**config.mk**
```make
export PLATFORM = sky130hd
export DESIGN_NAME = rdlvl_window_center
export DESIGN_NICKNAME = d
export VERILOG_FILES = /design/src/rtl/rdlvl_window_center.sv
export SDC_FILE = /design/constraint.sdc
export NUM_CORES = 1
export LEC_CHECK = 0
export ABC_AREA = 1
export CAP_MARGIN = 20
export CORE_AREA = 4 4 253 255
export CTS_BUF_LIST = sky130_fd_sc_hd__clkbuf_16
export DETAILED_ROUTE_END_ITERATION = 7
export DIE_AREA = 0 0 257 259
export PLACE_DENSITY = 0.67
export SLEW_MARGIN = 20
export SYNTH_ARGS = -nofsm -noshare
export SYNTH_HDL_FRONTEND = slang
export SYNTH_SLANG_ARGS = --single-unit
```
**constraint.sdc**
```tcl
create_clock -name SCLK -period 5.05 [get_ports SCLK]
set_input_delay 0.7575 -clock SCLK [delete_from_list [all_inputs] [get_ports SCLK]]
set_output_delay 0.7575 -clock SCLK [all_outputs]
set_load 0.02 [all_outputs]
```
**src/rtl/rdlvl_window_center.sv**
```systemverilog
// rdlvl_window_center: per-lane read-DQ delay sweep, pass-window search and centering.
// Optional build macro RDLVL_GLITCH_FILTER_EN: the right edge needs two consecutive failing taps.
module rdlvl_window_center #(
  parameter int NUM_LANES     = 9,
  parameter int DQ_WIDTH      = 8,
  parameter int TAP_W         = 7,
  parameter int READS_PER_TAP = 4,
  parameter int SETTLE_CYCLES = 3,
  parameter int MIN_WINDOW    = 8,
  localparam int SEL_W        = (NUM_LANES > 1) ? $clog2(NUM_LANES) : 1
) (
  input  logic                            SCLK,
  input  logic                            reset,
  input  logic                            rdlvl_en,
  input  logic [7:0]                      training_pattern,
  input  logic [NUM_LANES*8*DQ_WIDTH-1:0] rddata,
  input  logic                            rddata_valid,
  input  logic [NUM_LANES-1:0]            rx_out_of_range,
  output logic [NUM_LANES-1:0]            rd_load,
  output logic [NUM_LANES-1:0]            rd_move,
  output logic [NUM_LANES-1:0]            rd_direction,
  output logic [NUM_LANES-1:0]            rdlvl_resp,
  output logic [NUM_LANES-1:0]            rd_training_error,
  output logic                            busy,
  input  logic [SEL_W-1:0]                res_lane_sel,
  output logic [TAP_W:0]                  res_center,
  output logic [TAP_W:0]                  res_window
);

  localparam int LANE_W  = 8 * DQ_WIDTH;
  localparam int TAP1_W  = TAP_W + 1;
  localparam int MAX_TAP = (1 << TAP_W) - 1;
  localparam int SET_W   = $clog2(SETTLE_CYCLES + 1);
  localparam int RD_W    = $clog2(READS_PER_TAP + 1);

  typedef enum logic [3:0] {
    S_IDLE, S_LOAD, S_SETTLE, S_SAMPLE, S_EVAL, S_STEP,
    S_CENTER, S_CSTEP, S_ELOAD, S_NEXT, S_DONE
  } state_t;

  state_t               state_q, state_d;
  logic [SEL_W-1:0]     cur_q, cur_d;
  logic [TAP1_W-1:0]    tap_q, tap_d;
  logic [TAP1_W-1:0]    left_q, left_d;
  logic [TAP1_W-1:0]    right_q, right_d;
  logic                 left_vld_q, left_vld_d;
  logic [SET_W-1:0]     settle_cnt_q, settle_cnt_d;
  logic [RD_W-1:0]      rd_cnt_q, rd_cnt_d;
  logic                 fail_q, fail_d;
  logic                 lane_err_q, lane_err_d;
  logic                 centering_q, centering_d;
  logic                 en_prev_q, en_prev_d;
  logic                 busy_q, busy_d;
  logic [NUM_LANES-1:0] load_q, load_d;
  logic [NUM_LANES-1:0] move_q, move_d;
  logic [NUM_LANES-1:0] dir_q, dir_d;
  logic [NUM_LANES-1:0] resp_q, resp_d;
  logic [NUM_LANES-1:0] err_q, err_d;
  logic [TAP1_W-1:0]    center_mem_q [NUM_LANES];
  logic [TAP1_W-1:0]    center_mem_d [NUM_LANES];
  logic [TAP1_W-1:0]    window_mem_q [NUM_LANES];
  logic [TAP1_W-1:0]    window_mem_d [NUM_LANES];
  logic [TAP1_W-1:0]    res_center_q, res_center_d;
  logic [TAP1_W-1:0]    res_window_q, res_window_d;
`ifdef RDLVL_GLITCH_FILTER_EN
  logic                 pend_fail_q, pend_fail_d;
`endif

  logic [LANE_W-1:0]    lane_data;
  logic                 lane_mismatch;
  logic                 oor_cur;
  logic                 at_end;
  logic                 win_end;
  logic [NUM_LANES-1:0] cur_oh;
  logic [TAP1_W-1:0]    window_w;
  logic [TAP1_W-1:0]    center_w;

  function automatic logic [NUM_LANES-1:0] lane_onehot(input logic [SEL_W-1:0] idx);
    logic [NUM_LANES-1:0] oh;
    for (int l = 0; l < NUM_LANES; l++) oh[l] = (idx == SEL_W'(l));
    return oh;
  endfunction

  // Current-lane view of the read data and the out-of-range flag.
  always_comb begin
    lane_data = '0;
    oor_cur   = 1'b0;
    for (int l = 0; l < NUM_LANES; l++) begin
      if (cur_q == SEL_W'(l)) begin
        lane_data = rddata[l*LANE_W +: LANE_W];
        oor_cur   = rx_out_of_range[l];
      end
    end
    lane_mismatch = 1'b0;
    for (int b = 0; b < 8; b++) begin
      if (lane_data[b*DQ_WIDTH +: DQ_WIDTH] != training_pattern[DQ_WIDTH-1:0]) lane_mismatch = 1'b1;
    end
    cur_oh   = lane_onehot(cur_q);
    window_w = right_q - left_q;
    center_w = left_q + (window_w >> 1);
    at_end   = (tap_q == TAP1_W'(MAX_TAP)) || oor_cur;
  end

  always_comb begin
    state_d      = state_q;
    cur_d        = cur_q;
    tap_d        = tap_q;
    left_d       = left_q;
    right_d      = right_q;
    left_vld_d   = left_vld_q;
    settle_cnt_d = settle_cnt_q;
    rd_cnt_d     = rd_cnt_q;
    fail_d       = fail_q;
    lane_err_d   = lane_err_q;
    centering_d  = centering_q;
    resp_d       = resp_q;
    err_d        = err_q;
    center_mem_d = center_mem_q;
    window_mem_d = window_mem_q;
    win_end      = 1'b0;
`ifdef RDLVL_GLITCH_FILTER_EN
    pend_fail_d  = pend_fail_q;
`endif
    if (!rdlvl_en) begin
      state_d = S_IDLE;
      resp_d  = '0;
      err_d   = '0;
    end else begin
      case (state_q)
        S_IDLE: begin
          if (!en_prev_q) begin
            cur_d   = '0;
            state_d = S_LOAD;
          end
        end
        S_LOAD: begin
          tap_d        = '0;
          left_vld_d   = 1'b0;
          lane_err_d   = 1'b0;
          centering_d  = 1'b0;
          settle_cnt_d = '0;
`ifdef RDLVL_GLITCH_FILTER_EN
          pend_fail_d  = 1'b0;
`endif
          state_d      = S_SETTLE;
        end
        S_SETTLE: begin
          rd_cnt_d = '0;
          fail_d   = 1'b0;
          if (settle_cnt_q == SET_W'(SETTLE_CYCLES - 1)) begin
            state_d = centering_q ? S_CENTER : S_SAMPLE;
          end else begin
            settle_cnt_d = settle_cnt_q + 1'b1;
          end
        end
        S_SAMPLE: begin
          if (rddata_valid) begin
            fail_d = fail_q | lane_mismatch;
            if (rd_cnt_q == RD_W'(READS_PER_TAP - 1)) state_d = S_EVAL;
            else rd_cnt_d = rd_cnt_q + 1'b1;
          end
        end
        S_EVAL: begin
          if (!fail_q && !left_vld_q) begin
            left_d     = tap_q;
            left_vld_d = 1'b1;
          end
`ifdef RDLVL_GLITCH_FILTER_EN
          // A lone failing tap inside the window is treated as a glitch.
          if (left_vld_q && fail_q) begin
            if (pend_fail_q) begin
              right_d = tap_q - TAP1_W'(1);
              win_end = 1'b1;
            end else if (at_end) begin
              right_d = tap_q;
              win_end = 1'b1;
            end else begin
              pend_fail_d = 1'b1;
            end
          end else begin
            pend_fail_d = 1'b0;
          end
`else
          if (left_vld_q && fail_q) begin
            right_d = tap_q;
            win_end = 1'b1;
          end
`endif
          if (win_end) begin
            state_d = S_CENTER;
          end else if (at_end && !(left_vld_q && fail_q)) begin
            if (left_vld_d) begin
              right_d = tap_q + TAP1_W'(1);
              state_d = S_CENTER;
            end else begin
              lane_err_d = 1'b1;
              state_d    = S_ELOAD;
            end
          end else begin
            tap_d   = tap_q + TAP1_W'(1);
            state_d = S_STEP;
          end
        end
        S_STEP: begin
          settle_cnt_d = '0;
          state_d      = S_SETTLE;
        end
        S_CENTER: begin
          centering_d = 1'b1;
          if (tap_q == center_w) begin
            state_d = S_NEXT;
          end else begin
            tap_d   = tap_q - TAP1_W'(1);
            state_d = S_CSTEP;
          end
        end
        S_CSTEP: begin
          settle_cnt_d = '0;
          state_d      = S_SETTLE;
        end
        S_ELOAD: state_d = S_NEXT;
        S_NEXT: begin
          for (int l = 0; l < NUM_LANES; l++) begin
            if (cur_oh[l]) begin
              center_mem_d[l] = lane_err_q ? '0 : center_w;
              window_mem_d[l] = lane_err_q ? '0 : window_w;
            end
          end
          resp_d = resp_q | cur_oh;
          if (lane_err_q || (window_w < TAP1_W'(MIN_WINDOW))) err_d = err_q | cur_oh;
          if (cur_q == SEL_W'(NUM_LANES - 1)) begin
            state_d = S_DONE;
          end else begin
            cur_d   = cur_q + 1'b1;
            state_d = S_LOAD;
          end
        end
        S_DONE: state_d = S_DONE;
        default: state_d = S_IDLE;
      endcase
    end

    // Delay-line controls are registered alongside the state they belong to.
    load_d = '0;
    move_d = '0;
    dir_d  = dir_q;
    if (state_d == S_LOAD || state_d == S_ELOAD) load_d = lane_onehot(cur_d);
    if (state_d == S_STEP) begin
      move_d = lane_onehot(cur_d);
      dir_d  = dir_q | lane_onehot(cur_d);
    end
    if (state_d == S_CSTEP) begin
      move_d = lane_onehot(cur_d);
      dir_d  = dir_q & ~lane_onehot(cur_d);
    end
    busy_d    = (state_d != S_IDLE) && (state_d != S_DONE);
    en_prev_d = rdlvl_en;

    res_center_d = '0;
    res_window_d = '0;
    for (int l = 0; l < NUM_LANES; l++) begin
      if (res_lane_sel == SEL_W'(l)) begin
        res_center_d = center_mem_q[l];
        res_window_d = window_mem_q[l];
      end
    end
  end

  always_ff @(posedge SCLK) begin
    if (reset) begin
      state_q      <= S_IDLE;
      cur_q        <= '0;
      tap_q        <= '0;
      left_q       <= '0;
      right_q      <= '0;
      left_vld_q   <= 1'b0;
      settle_cnt_q <= '0;
      rd_cnt_q     <= '0;
      fail_q       <= 1'b0;
      lane_err_q   <= 1'b0;
      centering_q  <= 1'b0;
      en_prev_q    <= 1'b0;
      busy_q       <= 1'b0;
      load_q       <= '0;
      move_q       <= '0;
      dir_q        <= '0;
      resp_q       <= '0;
      err_q        <= '0;
      center_mem_q <= '{default: '0};
      window_mem_q <= '{default: '0};
      res_center_q <= '0;
      res_window_q <= '0;
`ifdef RDLVL_GLITCH_FILTER_EN
      pend_fail_q  <= 1'b0;
`endif
    end else begin
      state_q      <= state_d;
      cur_q        <= cur_d;
      tap_q        <= tap_d;
      left_q       <= left_d;
      right_q      <= right_d;
      left_vld_q   <= left_vld_d;
      settle_cnt_q <= settle_cnt_d;
      rd_cnt_q     <= rd_cnt_d;
      fail_q       <= fail_d;
      lane_err_q   <= lane_err_d;
      centering_q  <= centering_d;
      en_prev_q    <= en_prev_d;
      busy_q       <= busy_d;
      load_q       <= load_d;
      move_q       <= move_d;
      dir_q        <= dir_d;
      resp_q       <= resp_d;
      err_q        <= err_d;
      center_mem_q <= center_mem_d;
      window_mem_q <= window_mem_d;
      res_center_q <= res_center_d;
      res_window_q <= res_window_d;
`ifdef RDLVL_GLITCH_FILTER_EN
      pend_fail_q  <= pend_fail_d;
`endif
    end
  end

  assign rd_load           = load_q;
  assign rd_move           = move_q;
  assign rd_direction      = dir_q;
  assign rdlvl_resp        = resp_q;
  assign rd_training_error = err_q;
  assign busy              = busy_q;
  assign res_center        = res_center_q;
  assign res_window        = res_window_q;

endmodule

```
Yosys cells after proc, flatten, opt, wreduce, memory -nomap -nowiden
Cells that the tools add are included.
Widths: inputs -> output; s select.
{"block": "totals", "ff_bits": 248, "latchBits": 0, "ram_bits": 0, "romBits": 0, "input_bits": 601, "out_inout_bits": 62, "wordCells": 249, "n_memories": 0}
{"block": "op_classes", "addsub": 7, "mul": 0, "n_div": 0, "order_cmp": 1, "eq_ne": 59, "shifts": 0, "n_mux": 93, "n_bitwise": 8, "reduce_logical": 43}
{"op": "$mux 64", "n": 9}
{"op": "$mux 8", "n": 27}
{"op": "$eq 4x3->1 const B", "n": 18}
{"op": "$ne 8x8->1", "n": 8}
{"op": "$mux 4", "n": 13}
{"op": "$mux 9", "n": 4}
{"op": "$pmux 4 s9", "n": 1}
{"op": "$reduce_and 3->1", "n": 12}
{"op": "$eq 4x2->1 const B", "n": 8}
{"op": "$eq 4x4->1 const B", "n": 7}
{"op": "$mux 1", "n": 27}
{"op": "$or 9x9->9", "n": 3}
{"op": "$pmux 8 s3", "n": 1}
{"op": "$eq 4x1->1 const B", "n": 5}
{"op": "$logic_not 4->1", "n": 4}
{"op": "$ne 2x2->1 const B", "n": 8}
{"op": "$reduce_and 5->1", "n": 2}
{"op": "$reduce_bool 2->1", "n": 5}
{"op": "$and 9x9->9", "n": 1}
{"op": "$mux 3", "n": 3}
{"op": "$not 9->9", "n": 1}
{"op": "$add 8x1->8 const B", "n": 1}
{"op": "$add 8x7->8", "n": 1}
{"op": "$eq 8x7->1 const B", "n": 1}
{"op": "other kinds (26)", "n": 41}

Logic depth before layout (Yosys ltp)
Gate-level depths: netlist (run 1).
{"block": "depth", "ltp_word": 22, "mapped_depth": 26, "ltp_nobuf": 26}

Worst setup path before layout (run 1)
No wires, ideal clock.
{"block": "synth_timing", "path_type": "flip-flop to flip-flop", "start": "register left_q[1]", "end": "register move_q[6] (netlist: rd_move[6])", "setup_ns": 0.070, "t_arrival_ns": 3.488, "t_required_ns": 4.980, "setup_slack_ns": 1.492, "stages_incl_launch_ff": 25, "path_buffers": 0, "period_less_slack_ns": 3.558, "path_cell_list": "dfxtp_1 inv_1 ha_1 nand2_1 o21ai_0 a21oi_1 o21ai_0 a21oi_1 nor2_1 nor2_1 xor2_1 ha_1 a21oi_1 nand3_1 xnor2_1 nor2_1 nor3_1 nand2_1 nand2_1 nand3_2 inv_2 nand2_1 nor2_4 nand2_1 a21oi_1"}
{"block": "synth_between", "elab_chain_cells": 9, "word_cells_on_any_way": 10, "cone_classes": "2 x add/sub; 3 x eq/ne; 5 x mux"}
{"item": "start, declared", "line": "44", "source": "logic [TAP1_W-1:0] left_q, left_d;"}
{"item": "start signal, assigned", "line": "300", "source": "left_q <= left_d;"}
{"item": "$sub 8x8->8", "line": "99", "source": "window_w = right_q - left_q;"}
{"item": "$add 8x7->8 (*)", "line": "100", "source": "center_w = left_q + (window_w >> 1);"}
{"item": "$eq 8x8->1 (*)", "line": "210", "source": "if (tap_q == center_w) begin"}
{"item": "$mux 4 (*)", "line": "210"}
{"item": "$pmux 4 s9 (*)", "line": "129", "source": "case (state_q)"}
{"item": "$mux 4 (*)", "line": "124", "source": "if (!rdlvl_en) begin"}
{"item": "$eq 4x3->1", "line": "248", "source": "if (state_d == S_STEP) begin"}
{"item": "$mux 9", "line": "248"}
{"item": "$mux 9 (*)", "line": "252", "source": "if (state_d == S_CSTEP) begin"}
{"item": "end signal, assigned", "line": "311", "source": "move_q <= move_d;"}
{"item": "end, declared", "line": "55", "source": "logic [NUM_LANES-1:0] move_q, move_d;"}
Every way passes the cells marked *; elsewhere a longest branch is shown, timed or not.
A chain may end at the register's enable or synchronous reset.

Final worst setup path (run 1)
{"block": "layout_timing", "start": "register left_q[1]", "end": "register load_q[5] (netlist: rd_load[5])"}
{"block": "layout_between", "elab_chain_cells": 10, "word_cells_on_any_way": 11, "cone_classes": "2 x add/sub; 3 x eq/ne; 3 x mux; 1 x bitwise; 2 x reduce/logical"}
{"item": "$sub 8x8->8", "line": "99"}
{"item": "$add 8x7->8 (*)", "line": "100"}
{"item": "$eq 8x8->1 (*)", "line": "210"}
{"item": "$mux 4 (*)", "line": "210"}
{"item": "$pmux 4 s9 (*)", "line": "129"}
{"item": "$mux 4 (*)", "line": "124"}
{"item": "$eq 4x1->1 / $eq 4x4->1 (equally long branches)", "line": "247", "source": "if (state_d == S_LOAD || state_d == S_ELOAD) load_d = lane_onehot(cur_d);"}
{"item": "$logic_or 1x1->1 (*)", "line": "247"}
{"item": "$not 1->1 (no line) (*)"}
{"item": "$reduce_or 2->1 (no line) (*)"}
{"item": "end signal, assigned", "line": "310", "source": "load_q <= load_d;"}
{"item": "end, declared", "line": "54", "source": "logic [NUM_LANES-1:0] load_q, load_d;"}
Marks and branches as above.

==> results of run 1 <==
-- worst max-delay path, cell delays in order (launching register included) --
cell     delay (ps)
dfxtp_1         460
inv_1            70
ha_1            280
nand2_1          50
o21ai_0         260
a21oi_1         110
o21ai_0         320
a21oi_1         110
nor2_1          100
nor2_1           50
xor2_1          220
ha_1            330
a21oi_1         150
nand3_1         110
xnor2_1         220
nor2_1           60
nor3_1          290
nand2_1         120
nand2_1         180
nand3_2         160
inv_2           160
nand4_1         110
nand2_2         100
nand2_4         110
nor2_2          130
-- through the flow --
| stage | util, % | instances | hold slack (ps) | cell area (sq um) |
|---|---|---|---|---|
| after floorplan | - | 3364 | 424 | 19100 |
| after global placement | 42.9 | 4710 | 433 | 26400 |
| after detailed placement | 42.9 | 4710 | 440 | 26400 |
| after CTS | 44.1 | 4757 | 449 | 27200 |
| after global routing | 44.3 | 4793 | 474 | 27300 |
| final | 44.3 | 4802 | 449 | 27300 |
-- how the worst max path moves through the flow --
stage                    from          to  slack (ps)  depth (start not counted)
detailed placement  left_q[1]  rd_load[8]         830                         24
global route        left_q[1]  rd_move[7]         330                         24
global placement    left_q[1]  rd_move[6]         880                         23
floorplan           left_q[1]  rd_move[6]        1490                         24
CTS                 left_q[1]  rd_load[5]         770                         24
finish              left_q[1]  rd_load[5]         690                         24
-- power groups by stage --
stage / clock network, W / registers, W / logic (W)
after floorplan: 0 / 0.00202 / 0.000281
after global placement: 0 / 0.00202 / 0.000939
after detailed placement: 0 / 0.00202 / 0.000939
after CTS: 0.00177 / 0.00197 / 0.000946
after global routing: 0.00186 / 0.00197 / 0.00101
final: 0.00174 / 0.00197 / 0.000952
-- placed cells by master, fill, tap and decap left out, types with 9 or more instances in the layout --
cell type,instances
dfxtp_1,248
clkinv_1,15
xor2_1,14
buf_4,41
nor2_1,346
or2_1,46
nor3_1,9
clkinv_2,9
diode_2,45
inv_2,9
nand3_1,413
nor2_2,15
o211ai_1,10
or2_0,16
nand2_1,1042
or2_2,72
clkdlybuf4s50_1,661
buf_12,9
a21oi_1,235
inv_1,320
o21ai_0,198
nand4_1,57
a31oi_1,10
nand2_2,9
clkbuf_16,26
ha_1,22
-- kinds of logic (layout without fill, tap and decap cells) --
kind of cell / after synthesis / in the layout / synth area share (%)
and+or+nand+nor: 2044 / 2044 / 46.6
buffers and inverters: 541 / 1097 / 11.2
AOI/OAI and AO/OA: 487 / 487 / 13.6
DFF: 248 / 248 / 26.0
adders and majority gates: 26 / 26 / 1.79
xor gates and xnor gates: 18 / 18 / 0.827
other: 0 / 45 / 0
-- layer usage --
| layer | track usage [%] | share of wire [%] | vias up |
|---|---|---|---|
| met5 | 0 | 0.17 | - |
| met4 | 16.1 | 5.5 | 32 |
| met3 | 9.12 | 9.2 | 231 |
| met2 | 53.3 | 47 | 1089 |
| met1 | 37.1 | 38 | 11500 |
| li1 | - | - | 11900 |
-- registers in the layout, indices dropped and copies added, names as in the netlist, 9 cells and up, named ones only --
name               cells
rd_load                9
rdlvl_resp             9
window_mem_q          72
rd_move                9
rd_training_error      9
center_mem_q          72
-- final cells by class --
| class | instances | area (sq um) |
|---|---|---|
| Sequential cell | 248 | 4960 |
| Tap cell | 837 | 1050 |
| Antenna cell | 45 | 113 |
| Clock inverter | 21 | 109 |
| Multi-Input combinational cell | 2575 | 12000 |
| Inverter | 338 | 1280 |
| Fill cell | 6584 | 34300 |
| Clock buffer | 26 | 651 |
| Timing Repair Buffer | 712 | 7110 |
==> reports/metrics.csv, run 1 <==
metric,value,unit
most instantiated cells after synthesis,"1042 x nand2_1, 413 x nand3_1, 347 x nor2_1, 318 x inv_1, 248 x dfxtp_1",
crit path kind,reg -> reg,
largest net degree at the start of global routing,130,
RSZ-0062 raised after global routing,no,
Clock transition at path regs,70,ps
global-route wire length before repair,157000,um
Yosys Warn Count,0,
CTS-repair resized insts,0,
Mean Syn Cell Area,5.67,sq um
Pre-antenna DRT Iters,6,
DP HPWL,89600,um
Min-Delay Startpoint,rd_training_error[8],
count of final setup violators,0,
slew at the pin closest to its max-slew limit,918,ps
Total GRT Usage,31.8,%
initial antenna violation count,60,
final worst path period share,86.3,%
Avg Vias per Cell,5.14,
area share of the largest cell type after synthesis,26.0,%
Bufs on Longest Clock Path,3,
Internal Power,0.00342,W
post-synth top area cell,dfxtp_1,
Final nets,4528,
Critical Path End Type,flop,
row cnt,91,
P&R area growth vs syn,43.1,%
Reg-to-Reg Start,left_q[1],
CP max FO,9,
sw frac,26.7,%
Pwr Density,171,nW/um^2
WP data required,5520,ps
syn nets,3991,
worst hold endpoint,rd_training_error[8],
outcome,completed,
global placement routability congestion,1.03,
library cells used by synthesis,53,
number of I/O pins,663,
CTS hold repair buffers,0,
setup_tns,0,ps
wire per inst,23.4,um
# DRC,0,
PortBufs,662,
maximum vdd drop,0.223,mV
Antenna Violating Nets Remaining,0,
critical path launch point type,flop,
worst-case reg-to-reg path depth,24,
CTS buffer count,26,
Core ar.,61600,sq um
most numerous cell in the Yosys netlist,nand2_1,
Root Buffer,clkbuf_16,
sequential power share,42.3,%
vias in the first global route,22700,
clock network power share,37.3,%
clk_lat worst skew,550,ps
clk_skew,16.3,ps
CTS tree,built,
Peak Freq,229,MHz
Num Clock Sinks,248,
Die ar.,66600,sq um
max-cap violations,0,
Starting Density,30.9,%
R2R Path End,rd_load[5],
DIE HEIGHT,259,um
Die W,257,um
P_sw,0.00125,W
"Seq/Total Area, Yosys",26.0,%
Final Max Slew Viols,0,
R2R Setup Slk,690,ps
WHS Path Cells,2,
Place WS,830,ps
DRT Wirelength,113000,um
DRT iter0 DRCs,2740,
htree depth,1,
Post CTS Setup Buffer Count,0,
final hold violations,0,
"Primary FF master, synth",dfxtp_1,
"Async S/R FF share, synth",0,%
final setup margin,692,ps
Total Power,0.00467,W
Hold Path Class,reg -> reg,
vias,24700,
combinational power share,20.4,%
"flops & latches, synth",248,
Tmin final,4360,ps
layout cells sized above 1,5.61,%
leak pwr,12.3,nW
grt total ovfl,0,
normalized max-slew margin,38.4,%
Synth area leaders,"dfxtp_1 26%, nand2_1 21%, nand3_1 11%",
Syn Inst Count,3364,
Post-Syn Area,19100,sq um
number of synthesized flops with an enable pin,0,
CP arrival,4830,ps
(Power assumes the default switching activity.)
==> inputs of run 2 (changes only) <==
- CORE_AREA: 4 4 253 255 -> 2 2 259 261
- DIE_AREA: 0 0 257 259 -> 0 0 261 263
- PLACE_DENSITY: 0.67 -> 0.64
- SKIP_CTS_REPAIR_TIMING: not set -> 1
==> reports/metrics.csv, run 2 (same netlist as run 1, synthesis figures left out) <==
metric,value,unit,change
CP arrival,4920,ps,was 4830 ps
htree depth,1,,unchanged
vias,24100,,was 24700
Pwr Density,174,nW/um^2,was 171 nW/um^2
worst-case reg-to-reg path depth,24,,unchanged
Hold Path Class,reg -> reg,,unchanged
Die W,261,um,was 257 um
CTS buffer count,25,,was 26
count of final setup violators,0,,unchanged
global placement routability congestion,1.00,,was 1.03
final instance area,27200,sq um,was 27300 sq um
Bufs on Longest Clock Path,3,,unchanged
final hold violations,0,,unchanged
Critical path origin,left_q[1],,unchanged
CP max FO,9,,unchanged
"most common cell after layout, fill and taps aside",nand2_1,,unchanged
RSZ-0062 raised after global routing,no,,unchanged
Die ar.,68600,sq um,was 66600 sq um
top layer in use,met5,,unchanged
initial antenna violation count,51,,was 60
largest net degree at the start of global routing,126,,was 130
DRT iter0 DRCs,2272,,was 2740
clk_lat worst skew,570,ps,was 550 ps
Tmin final,4440,ps,was 4360 ps
CP peak stage delay,470,ps,was 460 ps
vias in the first global route,22300,,was 22700
clk_skew,24.0,ps,was 16.3 ps
setup_tns,0,ps,unchanged
WP data required,5540,ps,was 5520 ps
Total GRT Usage,30.2,%,was 31.8%
normalized max-slew margin,30.9,%,was 38.4%
# DRC,0,,unchanged
maximum vdd drop,0.264,mV,was 0.223 mV
CP Cell Sequence,"inv_1, ha_1, nand2_1, o21ai_0, a21oi_1, o21ai_0, a21oi_1, nor2_1, nor2_1, xor2_1, ha_1, a21oi_1, nand3_1, xnor2_1, nor2_1, nor3_1, nand2_1, nand2_1, nand3_2, inv_2, nand4_1, nand2_2, nand2_4, nor2_2",,unchanged
DP HPWL,85200,um,was 89600 um
final worst path period share,87.9,%,was 86.3%
Clock transition at path regs,70,ps,about the same
row cnt,94,,was 91
Critical Path End Type,flop,,unchanged
max-cap violations,0,,unchanged
Num Clock Sinks,248,,unchanged
Min-Delay Startpoint,window_mem_q[16],,was rd_training_error[8]
R2R Path End,rd_load[6],,was rd_load[5]
critical path launch point type,flop,,unchanged
DIE HEIGHT,263,um,was 259 um
wire per inst,22.6,um,was 23.4 um
DRT Wirelength,109000,um,was 113000 um
most frequent cells in the layout,"1042 x nand2_1, 662 x clkdlybuf4s50_1, 413 x nand3_1",,"was 1042 x nand2_1, 661 x clkdlybuf4s50_1, 413 x nand3_1"
routed length on met2,51500,um,was 53300 um
Final nets,4514,,was 4528
Worst path slowest cell,nor3_1,,was dfxtp_1
PortBufs,662,,unchanged
Final Max Slew Viols,0,,unchanged
global-route wire length before repair,153000,um,was 157000 um
Core ar.,65600,sq um,was 61600 sq um
biggest registers after layout,"center_mem_q x72, window_mem_q x72",,unchanged
Avg Vias per Cell,5.02,,was 5.14
leak pwr,12.3,nW,about the same
layout cells sized above 1,5.20,%,was 5.61%
WHS Path Cells,2,,unchanged
number of I/O pins,663,,unchanged
P&R area growth vs syn,42.7,%,was 43.1%
WL met3,9770,um,was 10300 um
Starting Density,29.0,%,was 30.9%
crit path kind,reg -> reg,,unchanged
Peak Freq,225,MHz,was 229 MHz
hold_ws,447,ps,was 449 ps
outcome,completed,,unchanged
fin util,41.4,%,was 44.3%
worst hold endpoint,window_mem_q[16],,was rd_training_error[8]
Pre-antenna DRT Iters,6,,unchanged
slew at the pin closest to its max-slew limit,1040,ps,was 918 ps
dpl cell area,26300,sq um,was 26400 sq um
Reg-to-Reg Start,left_q[1],,unchanged
Antenna Violating Nets Remaining,0,,unchanged
met1 wire length,42100,um,was 42600 um
Root Buffer,clkbuf_16,,unchanged
CTS tree,built,,unchanged
grt total ovfl,0,,unchanged
R2R Setup Slk,610,ps,was 690 ps
run 2: cell types whose count changed in the layout (fill, tap and decap cells not counted), sizes merged:
cell / before / now
inv: 331 / 338
bufinv: 0 / 2
buf: 51 / 37
diode: 45 / 37
clkinv: 25 / 15
clkbuf: 26 / 25
clkdlybuf4s50: 661 / 662
clkinvlp: 3 / 0
run 2: how the worst max path moves through the flow:
stage                  to  slack (ps)
5_1_grt        rd_move[6]          80
6_report       rd_load[6]         610
2_1_floorplan  rd_move[6]        1490
3_3_place_gp   rd_move[6]         690
4_1_cts        rd_load[5]         650
3_5_place_dp   rd_load[5]         680
run 2: power breakdown:
part | total, W | leakage (nW) | switching, W | internal, W
sequential | 0.00197 | 2.00 | 0.0000105 | 0.00196
clock | 0.00182 | 0.405 | 0.000817 | 0.00100
combinational | 0.000945 | 9.86 | 0.000423 | 0.000522
run 2: cell type report:
class                   instances  area [sq um]
well taps                     864          1080
multi-input cells            2575         12000
fillers                      7201         38400
diodes                         37          92.6
clock inverters                17           141
inverters                     338          1280
clock buffers                  25           626
repair buffers                699          7000
flip-flops and latches        248          4960
run 2: layer usage:
metal / track usage, % / up-vias
met1: 35.7 / 11100
li1: - / 11800
met2: 50.8 / 999
met3: 7.71 / 213
met5: 0 / -
met4: 13.9 / 26
run 2: per-stage QoR:
step | power [W] | setup WS (ps) | instances
global placement | 0.00295 | 694 | 4724
finish | 0.00474 | 613 | 4803
global route | 0.00490 | 82.0 | 4793
detailed placement | 0.00295 | 681 | 4724
CTS | 0.00476 | 646 | 4766
floorplan | 0.00230 | 1490 | 3364
run 2: worst max-delay path: cells and delay by family, from the launching register on:
kind	cells	cell delay, ps
buf+inv	2	240
xor+xnor	2	380
compound gates	5	930
flops	1	450
fa+ha+maj	2	620
simple gates	13	1730
